### src/rtl/serial_add_ctrl.sv
// serial_add_ctrl: bit-serial add/subtract controller.
// One 1-bit full-adder cell is stepped across a WIDTH-bit operation, LSB
// first, with the carry held in a flip-flop between steps. Latency is
// WIDTH+1 cycles from the start edge to the done pulse.
//
// Handshake: start is accepted on any rising edge where busy is 0 (IDLE or
// DONE state). busy is high for exactly WIDTH cycles while bits are processed.
// done pulses for one cycle with result/flags valid. start while busy is
// dropped. Asserting start during the done cycle chains the next operation
// with no idle bubble.
//
// Optional feature macro: SERIAL_ADD_FLAGS_EN. When defined, the NZCV flag
// registers exist. Otherwise the four flag outputs are tied to 0.
// dbg_state exposes the FSM state encoding (0 IDLE, 1 SHIFT, 2 DONE).

module serial_add_ctrl #(
    parameter int WIDTH = 32
) (
    input  logic             clk,
    input  logic             reset_n,
    input  logic             start,
    input  logic             subtract,
    input  logic [WIDTH-1:0] operand_a,
    input  logic [WIDTH-1:0] operand_b,
    output logic             busy,
    output logic             done,
    output logic [WIDTH-1:0] result,
    output logic             negative,
    output logic             zero,
    output logic             carry,
    output logic             overflow,
    output logic [1:0]       dbg_state
);

    localparam int CW = (WIDTH > 2) ? $clog2(WIDTH) : 1;

    typedef enum logic [1:0] {
        IDLE  = 2'd0,
        SHIFT = 2'd1,
        DONE  = 2'd2
    } state_t;

    state_t state_q, state_d;

    logic [WIDTH-1:0] shift_a, shift_b, shift_s;
    logic [CW-1:0]    bit_cnt;
    logic             carry_ff;
    logic             cell_sum, cell_cout;
    logic [WIDTH-1:0] shift_s_next;
    logic             last_bit, accept;

    // Full-adder cell and the next partial-sum value
    always_comb begin
        cell_sum     = shift_a[0] ^ shift_b[0] ^ carry_ff;
        cell_cout    = (shift_a[0] & shift_b[0]) | (shift_a[0] & carry_ff) |
                       (shift_b[0] & carry_ff);
        shift_s_next = {cell_sum, shift_s[WIDTH-1:1]};
        last_bit     = (bit_cnt == CW'(WIDTH - 1));
        accept       = (state_q != SHIFT) && start;
    end

    // FSM state register
    always_ff @(posedge clk or negedge reset_n) begin
        if (!reset_n) state_q <= IDLE;
        else          state_q <= state_d;
    end

    // FSM next-state logic
    always_comb begin
        state_d = state_q;
        case (state_q)
            IDLE, DONE: state_d = start ? SHIFT : IDLE;
            SHIFT:      state_d = last_bit ? DONE : SHIFT;
            default:    state_d = IDLE;
        endcase
    end

    assign busy      = (state_q == SHIFT);
    assign done      = (state_q == DONE);
    assign dbg_state = state_q;

    // Operand shift registers, carry flip-flop, bit counter and result
    always_ff @(posedge clk or negedge reset_n) begin
        if (!reset_n) begin
            shift_a  <= '0;
            shift_b  <= '0;
            shift_s  <= '0;
            bit_cnt  <= '0;
            carry_ff <= 1'b0;
            result   <= '0;
        end else if (accept) begin
            shift_a  <= operand_a;
            shift_b  <= subtract ? ~operand_b : operand_b;
            carry_ff <= subtract;
            bit_cnt  <= '0;
        end else if (state_q == SHIFT) begin
            shift_a  <= {1'b0, shift_a[WIDTH-1:1]};
            shift_b  <= {1'b0, shift_b[WIDTH-1:1]};
            shift_s  <= shift_s_next;
            carry_ff <= cell_cout;
            bit_cnt  <= bit_cnt + CW'(1);
            if (last_bit) result <= shift_s_next;
        end
    end

`ifdef SERIAL_ADD_FLAGS_EN
    logic cin_msb;
    logic neg_q, zero_q, carry_q, ovf_q;

    // Carry into the MSB and NZCV flags, committed together with result
    always_ff @(posedge clk or negedge reset_n) begin
        if (!reset_n) begin
            cin_msb <= 1'b0;
            neg_q   <= 1'b0;
            zero_q  <= 1'b0;
            carry_q <= 1'b0;
            ovf_q   <= 1'b0;
        end else if (state_q == SHIFT) begin
            if (bit_cnt == CW'(WIDTH - 2)) cin_msb <= cell_cout;
            if (last_bit) begin
                neg_q   <= shift_s_next[WIDTH-1];
                zero_q  <= (shift_s_next == '0);
                carry_q <= cell_cout;
                ovf_q   <= cin_msb ^ cell_cout;
            end
        end
    end

    assign negative = neg_q;
    assign zero     = zero_q;
    assign carry    = carry_q;
    assign overflow = ovf_q;
`else
    assign negative = 1'b0;
    assign zero     = 1'b0;
    assign carry    = 1'b0;
    assign overflow = 1'b0;
`endif

endmodule
### config.mk
export PLATFORM = sky130hd
export DESIGN_NAME = serial_add_ctrl
export DESIGN_NICKNAME = d
export VERILOG_FILES = /design/src/rtl/serial_add_ctrl.sv
export SDC_FILE = /design/constraint.sdc
export NUM_CORES = 1
export LEC_CHECK = 0
export ABC_CLOCK_PERIOD_IN_PS = 3700
export BUFFER_PORTS_ARGS = -buffer_cell sky130_fd_sc_hd__buf_2
export CORE_MARGIN = 2
export CORE_UTILIZATION = 51
export CTS_BUF_LIST = sky130_fd_sc_hd__clkbuf_8
export CTS_CLUSTER_DIAMETER = 150
export CTS_CLUSTER_SIZE = 12
export DETAILED_ROUTE_END_ITERATION = 8
export GPL_TIMING_DRIVEN = 0
export HOLD_SLACK_MARGIN = 0.1
export PLACE_DENSITY = 0.83
export REMOVE_ABC_BUFFERS = 1
export SYNTH_ARGS = -nofsm -noshare
export SYNTH_HDL_FRONTEND = slang
export SYNTH_SLANG_ARGS = --single-unit
### constraint.sdc
create_clock -name clk -period 3.7 [get_ports clk]
set_input_delay 0.37 -clock clk [delete_from_list [all_inputs] [get_ports clk]]
set_output_delay 0.37 -clock clk [all_outputs]
set_load 0.005 [all_outputs]
==> results by group, run 1 <==
Run status
  – Result of the run: completed

STA
  – Worst slew margin relative to its limit: 0.3906
  – Final Skew: 0.008351 ns
  – Final-report hold violation count: 0
  – Transition at the pin with the smallest max-transition slack: slightly above 0.9 ns
  – Period utilisation layout: 0.8212
  – Worst Hold Slack: 0.2148 ns
  – Setup Viol. Count Final: 0
  – Count of pins over their slew limit: 0
  – Shortest period the worst path allows: approximately 3 ns
  – Unrepaired setup endpoints after global routing: false
  – Maximum clock rate: between 0.3 and 0.4 GHz

Finish
  – Final net count: ~710
  – Proportion of layout cells with a drive suffix above 1: 0.2607
  – Post-route cell area: between 6000 and 7000 um2
  – ANT cells: 0
  – Fill count: around 940
  – Non-filler cells in the finished layout: a little under 800
  – P&R area growth vs syn: 14.56%

Logic synthesis
  – Sequential-to-total area share from yosys stat: 0.5536
  – Synthesis-stage register bit count: ~140
  – Syn. warnings: 0
  – Instance count of the mapped netlist: between 500 and 600
  – Syn avg cell area: ~11 um2
  – Syn Std Cell Area: roughly 6100 um2
  – Post-synthesis cell type count: 26

Setup path
  – Worst path max stage delay: around 0.76 ns
  – Setup CP Type: reg2reg
  – Type of destination of the critical path: flop
  – Cells traversed along the worst timing path: nand2b_2 -> inv_4 -> buf_16 -> nand2_4 -> mux2_4
  – Maximum net fanout on the critical path: 91
  – Arrival @ worst endpoint: about 3.4 ns
  – Type of element launching the critical path: flop
  – CP delay by family, top: buffers and inverters
  – Worst path buffer plus inverter count: 2
  – Slowest CP cell: inv_4
  – Required time worst endpoint: 4.02 ns

Place
  – Placed cells: 764
  – Post-place instance area: 6664 um2
  – Count of buffers from port buffering: approximately 100
  – GP Congestion: 0.7345
  – Total half-perimeter wirelength after legalization and detailed placement: about 7300 um

GRT
  – Total global-route track usage: 0.1835
  – Via count of the first global-routing pass: ~4,000
  – Largest net degree at the start of global routing: 92
  – Number of antenna violations at the first check in global routing: 0
  – GR Overflow Total: 0
  – Global-route wire length before repair: 18,710 um

Power and ir drop
  – Leakage: 3.813 nW
  – Power density cells: a little under 700 nW/um2
  – Largest voltage drop on the vdd net: approximately 0.00041 V

Routing
  – Highest routing layer actually used: met4
  – Per-cell via count in the routed design: around 5.1
  – Starting DRT DRC Count: between 200 and 300
  – DRC viols: 0
  – Number of iterations in the first detailed-routing pass: 4
  – Routed wl met2: 5452 um
  – Antenna-violating nets left: 0
  – Met3 Wirelength: between 600 and 700 um
  – Final routed wire length divided by cell count: between 10 and 15 um
  – Routed via count: 4,092
  – Routed wire length: 11,170 um
  – Routed metal-1 wirelength: approximately 4900 um

Min path
  – Worst hold path type: in2reg

Floorplanning
  – Die Span X: between 100 and 150 um
  – Total die area: 12,860 um2
  – Core outline area: about 12,000 um2
  – Ports placed on the boundary: roughly 110
  – Number of rows in the core area: 39
  – Effective utilization at floorplan: 0.5276
  – Height of the die: between 100 and 150 um

Clock tree
  – Clock tree from TritonCTS: yes
  – Num Clock Sinks: roughly 140
  – Number of buffers inserted during clock tree synthesis: 17
  – Clock root buffer: clkbuf_8
  – Clock-pin slew of the registers on the worst-case setup and hold paths: 0.07 ns
  – Insertion delay of the later-clocked pin in the worst-skew pair: 0.44 ns
  – Clock H-tree levels: 4
  – Buffer depth of the longest clock path: 2

Job
  – Max cap viols: 0
[registers in the layout, summed over array words and instances (netlist names)]
signal	flops
carry_ff	1
shift_a	32
bit_cnt	5
dbg_state	2
result	32
shift_s	31
shift_b	32
[cells in the final DEF, fill, tap and decap left out]
master | Yosys | final
dfrtp_1 | 135 | 135
mux2_4 | 29 | 29
nand2_4 | 1 | 1
a211oi_1 | 1 | 1
mux2i_1 | 65 | 65
nand3_1 | 3 | 3
xor2_1 | 32 | 32
o22ai_1 | 1 | 1
nor2b_1 | 1 | 1
and3_1 | 1 | 1
fa_1 | 1 | 1
nand2_1 | 161 | 161
nand2b_2 | 0 | 1
dlygate4sd3_1 | 0 | 1
buf_4 | 10 | 1
inv_4 | 0 | 1
xnor2_1 | 1 | 1
conb_1 | 1 | 4
ha_1 | 2 | 2
buf_16 | 0 | 3
clkinvlp_4 | 0 | 2
clkinv_2 | 0 | 7
mux2_2 | 4 | 4
nor2_1 | 2 | 2
buf_2 | 13 | 101
o21ai_0 | 67 | 67
clkbuf_8 | 0 | 18
inv_1 | 2 | 4
buf_6 | 4 | 1
clkinv_4 | 0 | 1
[metal layers]
layer,up-vias,GRT usage
li1,1987,-
met1,1959,0.2319
met2,129,0.2982
met3,17,0.06217
met4,0,0.06260
met5,-,0
[final timing paths]
check / start / end / slack [ns] / depth (start not counted)
hold / removal: operand_a[31] / shift_a[31]$_DFFE_PN0P_ / 0.21 / 3
setup / recovery: dbg_state[1]$_DFF_PN0_ / result[11]$_DFFE_PN0P_ / 0.66 / 5
min in group asynchronous: reset_n / result[2]$_DFFE_PN0P_ / 0.49 / 2
hold reg to reg: shift_b[27]$_DFFE_PN0P_ / shift_b[26]$_DFFE_PN0P_ / 0.48 / 2
setup reg to reg: dbg_state[1]$_DFF_PN0_ / result[11]$_DFFE_PN0P_ / 0.66 / 5
max in group asynchronous: reset_n / shift_b[31]$_DFFE_PN0P_ / 2.44 / 3
[timing repair]
action                    CTS  global route
hold endpoints to repair   58             0
buffers inserted            0             0
resized for setup           0             0
hold buffers                1             0
[tightest hold or removal path, delay by kind of cell]
kind | cells | cell delay [ns]
buf+inv | 1 | 0.07
mux | 1 | 0.06
simple gates | 1 | 0.10
[stage by stage]
stage / setup slack, ns / power (mW) / TNS, ns / utilization
after floorplan: 0.1441 / 3.264 / 0 / -
after global placement: -0.8313 / 3.664 / -26.99 / 0.5681
after detailed placement: 0.1354 / 3.828 / 0 / 0.5762
after CTS: 0.1392 / 4.835 / 0 / 0.6042
after global routing: 0.4458 / 5.163 / 0 / 0.6045
final: 0.6617 / 4.782 / 0 / 0.6045
[area by class of cell]
cell class	instances	area (um2)	share of cell area
multi-input cells	377	2489	0.3560
clock buffers	18	247.7	0.03544
flip-flops and latches	135	3378	0.4833
well taps	143	178.9	0.02560
repair buffers	107	616.8	0.08824
inverters	3	13.76	0.001969
clock inverters	12	66.31	0.009486
[Yosys cell counts]
cell type  instances  area (um2)
buf_2             13       65.06
mux2_4            29       435.4
xor2_1            32       280.3
buf_4             10       75.07
dfrtp_1          135        3378
nand2b_1           1       6.260
nand3_1            3       15.01
nand2_4            1       11.26
ha_1               2       25.02
nor2b_1            1       6.260
nand2_1          161       604.3
mux2_2             4       45.04
buf_6              4       45.04
o21ai_0           67       335.3
o22ai_1            1       6.260
and3_1             1       6.260
mux2i_1           65       650.6
nor2_1             2       7.510
buf_1              2       7.510
xnor2_1            1       8.760
conb_1             1       3.750
a211oi_1           1       7.510
clkbuf_1          12       45.04
fa_1               1       20.02
inv_1              2       7.510
inv_2              1       3.750
[cells by family (layout without fill, tap and decap cells)]
logic type / after synthesis / count (layout) / synth area share
AND/OR/NAND/NOR: 170 / 170 / 0.1076
flip-flops: 135 / 135 / 0.5536
multiplexers: 98 / 98 / 0.1854
AO/OA/AOI/OAI: 69 / 69 / 0.05721
buffers and inverters: 44 / 140 / 0.04080
XOR/XNOR: 33 / 33 / 0.04737
adder cells (fa/ha/maj): 3 / 3 / 0.007381
other: 1 / 4 / 0.0006145
[power by group]
part	internal, mW	switching (mW)	leakage, nW	total, mW
Clock	0.458	0.537	0.172	0.995
Sequential	2.05	0.350	1.76	2.40
Combinational	0.613	0.777	1.88	1.39
Total	3.12	1.66	3.81	4.78
Note: power is estimated with default switching activity, not from simulation.
==> inputs of run 2 (changes only) <==
--- a/config.mk
+++ b/config.mk
@@ -5,7 +5,7 @@
 export SDC_FILE = /design/constraint.sdc
 export NUM_CORES = 1
 export LEC_CHECK = 0
-export ABC_CLOCK_PERIOD_IN_PS = 3700
+export ABC_CLOCK_PERIOD_IN_PS = 2740
 export BUFFER_PORTS_ARGS = -buffer_cell sky130_fd_sc_hd__buf_2
 export CORE_MARGIN = 2
 export CORE_UTILIZATION = 51
@@ -15,7 +15,7 @@
 export DETAILED_ROUTE_END_ITERATION = 8
 export GPL_TIMING_DRIVEN = 0
 export HOLD_SLACK_MARGIN = 0.1
-export PLACE_DENSITY = 0.83
+export PLACE_DENSITY = 0.86
 export REMOVE_ABC_BUFFERS = 1
 export SYNTH_ARGS = -nofsm -noshare
 export SYNTH_HDL_FRONTEND = slang
==> constraint.sdc (replaced) <==
create_clock -name clk -period 2.74 [get_ports clk]
set_input_delay 0.274 -clock clk [delete_from_list [all_inputs] [get_ports clk]]
set_output_delay 0.274 -clock clk [all_outputs]
set_load 0.005 [all_outputs]
==> run 2 against run 1 <==
Die area did not move. Critical path depth did not move. Critical endpoint is now result[12]$_DFFE_PN0P_. Global-route usage rose by 0.47 points. Sequential power rose by 35%. Clock-buffer cell count rose by 3. Sequential share of layout area fell by 0.67 points. Non-clock buffer count rose by 1. Worst hold slack got worse by 0.081 ns. Routed wire length rose by 0.74%. Clock skew rose by 0.0014 ns. Cell count rose by 0.38%. Register-to-register slack got worse by 0.33 ns.
==> results by group, run 2 (same netlist as run 1, synthesis figures left out) <==
STA
  – Shortest period the worst path allows: 2.409 ns (-0.6290 ns)
  – Final Worst Setup Slack: 0.3307 ns (-0.3310 ns)
  – Worst slew margin relative to its limit: 0.4161 (+0.02545)
  – Final Skew: 0.009768 ns (+0.001418 ns)
  – Worst Hold Slack: 0.1337 ns (-0.08112 ns)
  – Period utilisation layout: 0.8793 (+0.05815)
  – Transition at the pin with the smallest max-transition slack: 0.8759 ns (-0.03818 ns)
  – Final-report hold violation count: 0 (unchanged)
  – Unrepaired setup endpoints after global routing: false
  – Maximum clock rate: 0.4151 GHz (+26%)
  – Count of pins over their slew limit: 0 (unchanged)
  – Setup Viol. Count Final: 0 (unchanged)

Setup path
  – Required time worst endpoint: 3.05 ns (-0.97 ns)
  – Setup CP Type: reg2reg
  – Type of element launching the critical path: flop
  – Cells traversed along the worst timing path: nand2b_4 -> inv_12 -> buf_16 -> nand2_4 -> mux2_4
  – Type of destination of the critical path: flop
  – Arrival @ worst endpoint: 2.72 ns (-0.64 ns)
  – Maximum net fanout on the critical path: 90 (-1.1%)
  – Startpoint of the worst setup timing path: dbg_state[1]$_DFF_PN0_
  – FF-to-FF Start: dbg_state[1]$_DFF_PN0_
  – Worst path max stage delay: 0.42 ns (-0.34 ns)
  – Slowest CP cell: mux2_4

GRT
  – Global-route wire length before repair: 19,310 um (+3.2%)
  – GR Overflow Total: 0 (unchanged)
  – Number of antenna violations at the first check in global routing: 0 (unchanged)
  – Total global-route track usage: 0.1882 (+0.004693)
  – Largest net degree at the start of global routing: 95 (+3.3%)
  – Via count of the first global-routing pass: 4,124 (+4.3%)

Power and ir drop
  – Largest voltage drop on the vdd net: 0.0003782 V (-7.5%)
  – Power density cells: 946.5 nW/um2 (+38%)
  – Total power: 6.708 mW (+40%)
  – Leakage: 3.847 nW (+0.90%)

Routing
  – Per-cell via count in the routed design: 5.134 (-0.25%)
  – Final routed wire length divided by cell count: 14.11 um (+0.36%)
  – Routed via count: 4,097 (+0.12%)
  – Number of iterations in the first detailed-routing pass: 4 (unchanged)
  – Routed wire length: 11,260 um (+0.74%)
  – DRC viols: 0 (unchanged)
  – Starting DRT DRC Count: 275 (-6.8%)
  – Antenna-violating nets left: 0 (unchanged)

Place
  – Placed cells: 764 (unchanged)
  – GP Congestion: 0.7160 (-2.5%)
  – Count of buffers from port buffering: 103 (unchanged)
  – Pre-CTS worst setup slack: -0.8103 ns (-0.9457 ns)
  – Total half-perimeter wirelength after legalization and detailed placement: 7622 um (+4.0%)

Finish
  – Most common cell after layout, fill and taps aside: nand2_1
  – Non-filler cells in the finished layout: 798 (+0.38%)
  – Commonest cells after routing, fill and taps aside: nand2_1 (161), dfrtp_1 (135), buf_2 (101)
  – P&R area growth vs syn: 16.16%
  – Largest registers in the final layout: result (32), shift_a (32), shift_b (32)
  – Area used by multi-input combinational logic: 2494 um2 (+0.20%)
  – Fill count: 934 (-0.74%)
  – Core utilization of the finished layout: 0.6129 (+0.008439)
  – Area occupied by registers: 3378 um2 (unchanged)
  – Final net count: 713 (+0.14%)
  – ANT cells: 0 (unchanged)
  – Proportion of layout cells with a drive suffix above 1: 0.2641 (+0.003386)

Floorplanning
  – Total die area: 12,860 um2 (unchanged)
  – Effective utilization at floorplan: 0.5276 (unchanged)
  – Ports placed on the boundary: 108 (unchanged)
  – Core outline area: 11,560 um2 (unchanged)
  – Die Span X: 113.4 um (unchanged)
  – Number of rows in the core area: 39 (unchanged)
  – Height of the die: 113.4 um (unchanged)

Clock tree
  – Clock root buffer: clkbuf_8
  – Number of buffers inserted during clock tree synthesis: 17 (unchanged)
  – Clock-pin slew of the registers on the worst-case setup and hold paths: 0.07 ns (about the same)
  – Clock tree from TritonCTS: yes
  – Clock H-tree levels: 4 (unchanged)
  – Insertion delay of the later-clocked pin in the worst-skew pair: 0.43 ns (about the same)
  – Num Clock Sinks: 135 (unchanged)
  – Buffer depth of the longest clock path: 2 (unchanged)
  – Total setup buffers inserted after CTS: 0 (unchanged)

Min path
  – Beginning of the worst hold path: operand_a[11]
  – Worst hold path type: in2reg

Job
  – Max cap viols: 0 (unchanged)

Run status
  – Result of the run: completed
[run 2: layout make-up]
cell class	instances	share of cell area
clock buffer	21	0.04078
clock inverter	11	0.01377
inverter	3	0.003354
multi-input combinational	377	0.3518
sequential	135	0.4766
tap	143	0.02524
timing repair buffer	108	0.08844
[run 2: critical path, delay by kind of cell (launching register included)]
family | cells | cell delay [ns]
and+or+nand+nor | 2 | 0.74
DFF | 1 | 0.39
muxes | 1 | 0.42
buffers and inverters | 2 | 0.65
[run 2: layer usage]
| layer | GRT usage | part of all wire | up-vias |
|---|---|---|---|
| li1 | - | - | 1994 |
| met1 | 0.2343 | 0.43 | 1981 |
| met5 | 0 | 0 | - |
| met3 | 0.04995 | 0.046 | 15 |
| met4 | 0.06992 | 0.014 | 0 |
| met2 | 0.3174 | 0.51 | 107 |
[run 2: repair_timing]
item	in CTS	in global routing
endpoints found under the hold margin	42	0
resized for setup	5	0
hold buffers	2	0
endpoints found under the setup margin	83	0
[run 2: worst paths after layout]
path	endpoint	slack, ns	depth (start not counted)
worst min-delay path	shift_a[11]$_DFFE_PN0P_	0.13	3
worst max-delay path	result[12]$_DFFE_PN0P_	0.33	5
worst min register to register	shift_a[19]$_DFFE_PN0P_	0.48	2
max in group asynchronous	result[21]$_DFFE_PN0P_	1.65	3
min in group asynchronous	result[3]$_DFFE_PN0P_	0.32	2
worst max register to register	result[12]$_DFFE_PN0P_	0.33	5
[run 2: where the power goes]
part	leakage [nW]	total (mW)	switching [mW]	internal [mW]
registers	1.76	3.24	0.481	2.76
clock network	0.196	1.58	0.766	0.813
logic	1.89	1.89	1.05	0.835
total	3.85	6.71	2.30	4.41
[run 2: metrics by stage]
stage / setup TNS (ns) / cell area [um2]
finish: 0 / 7088
global route: 0 / 7088
CTS: 0 / 7088
detailed placement: -28.33 / 6664
global placement: -181.70 / 6570
floorplan: -30.24 / 5876
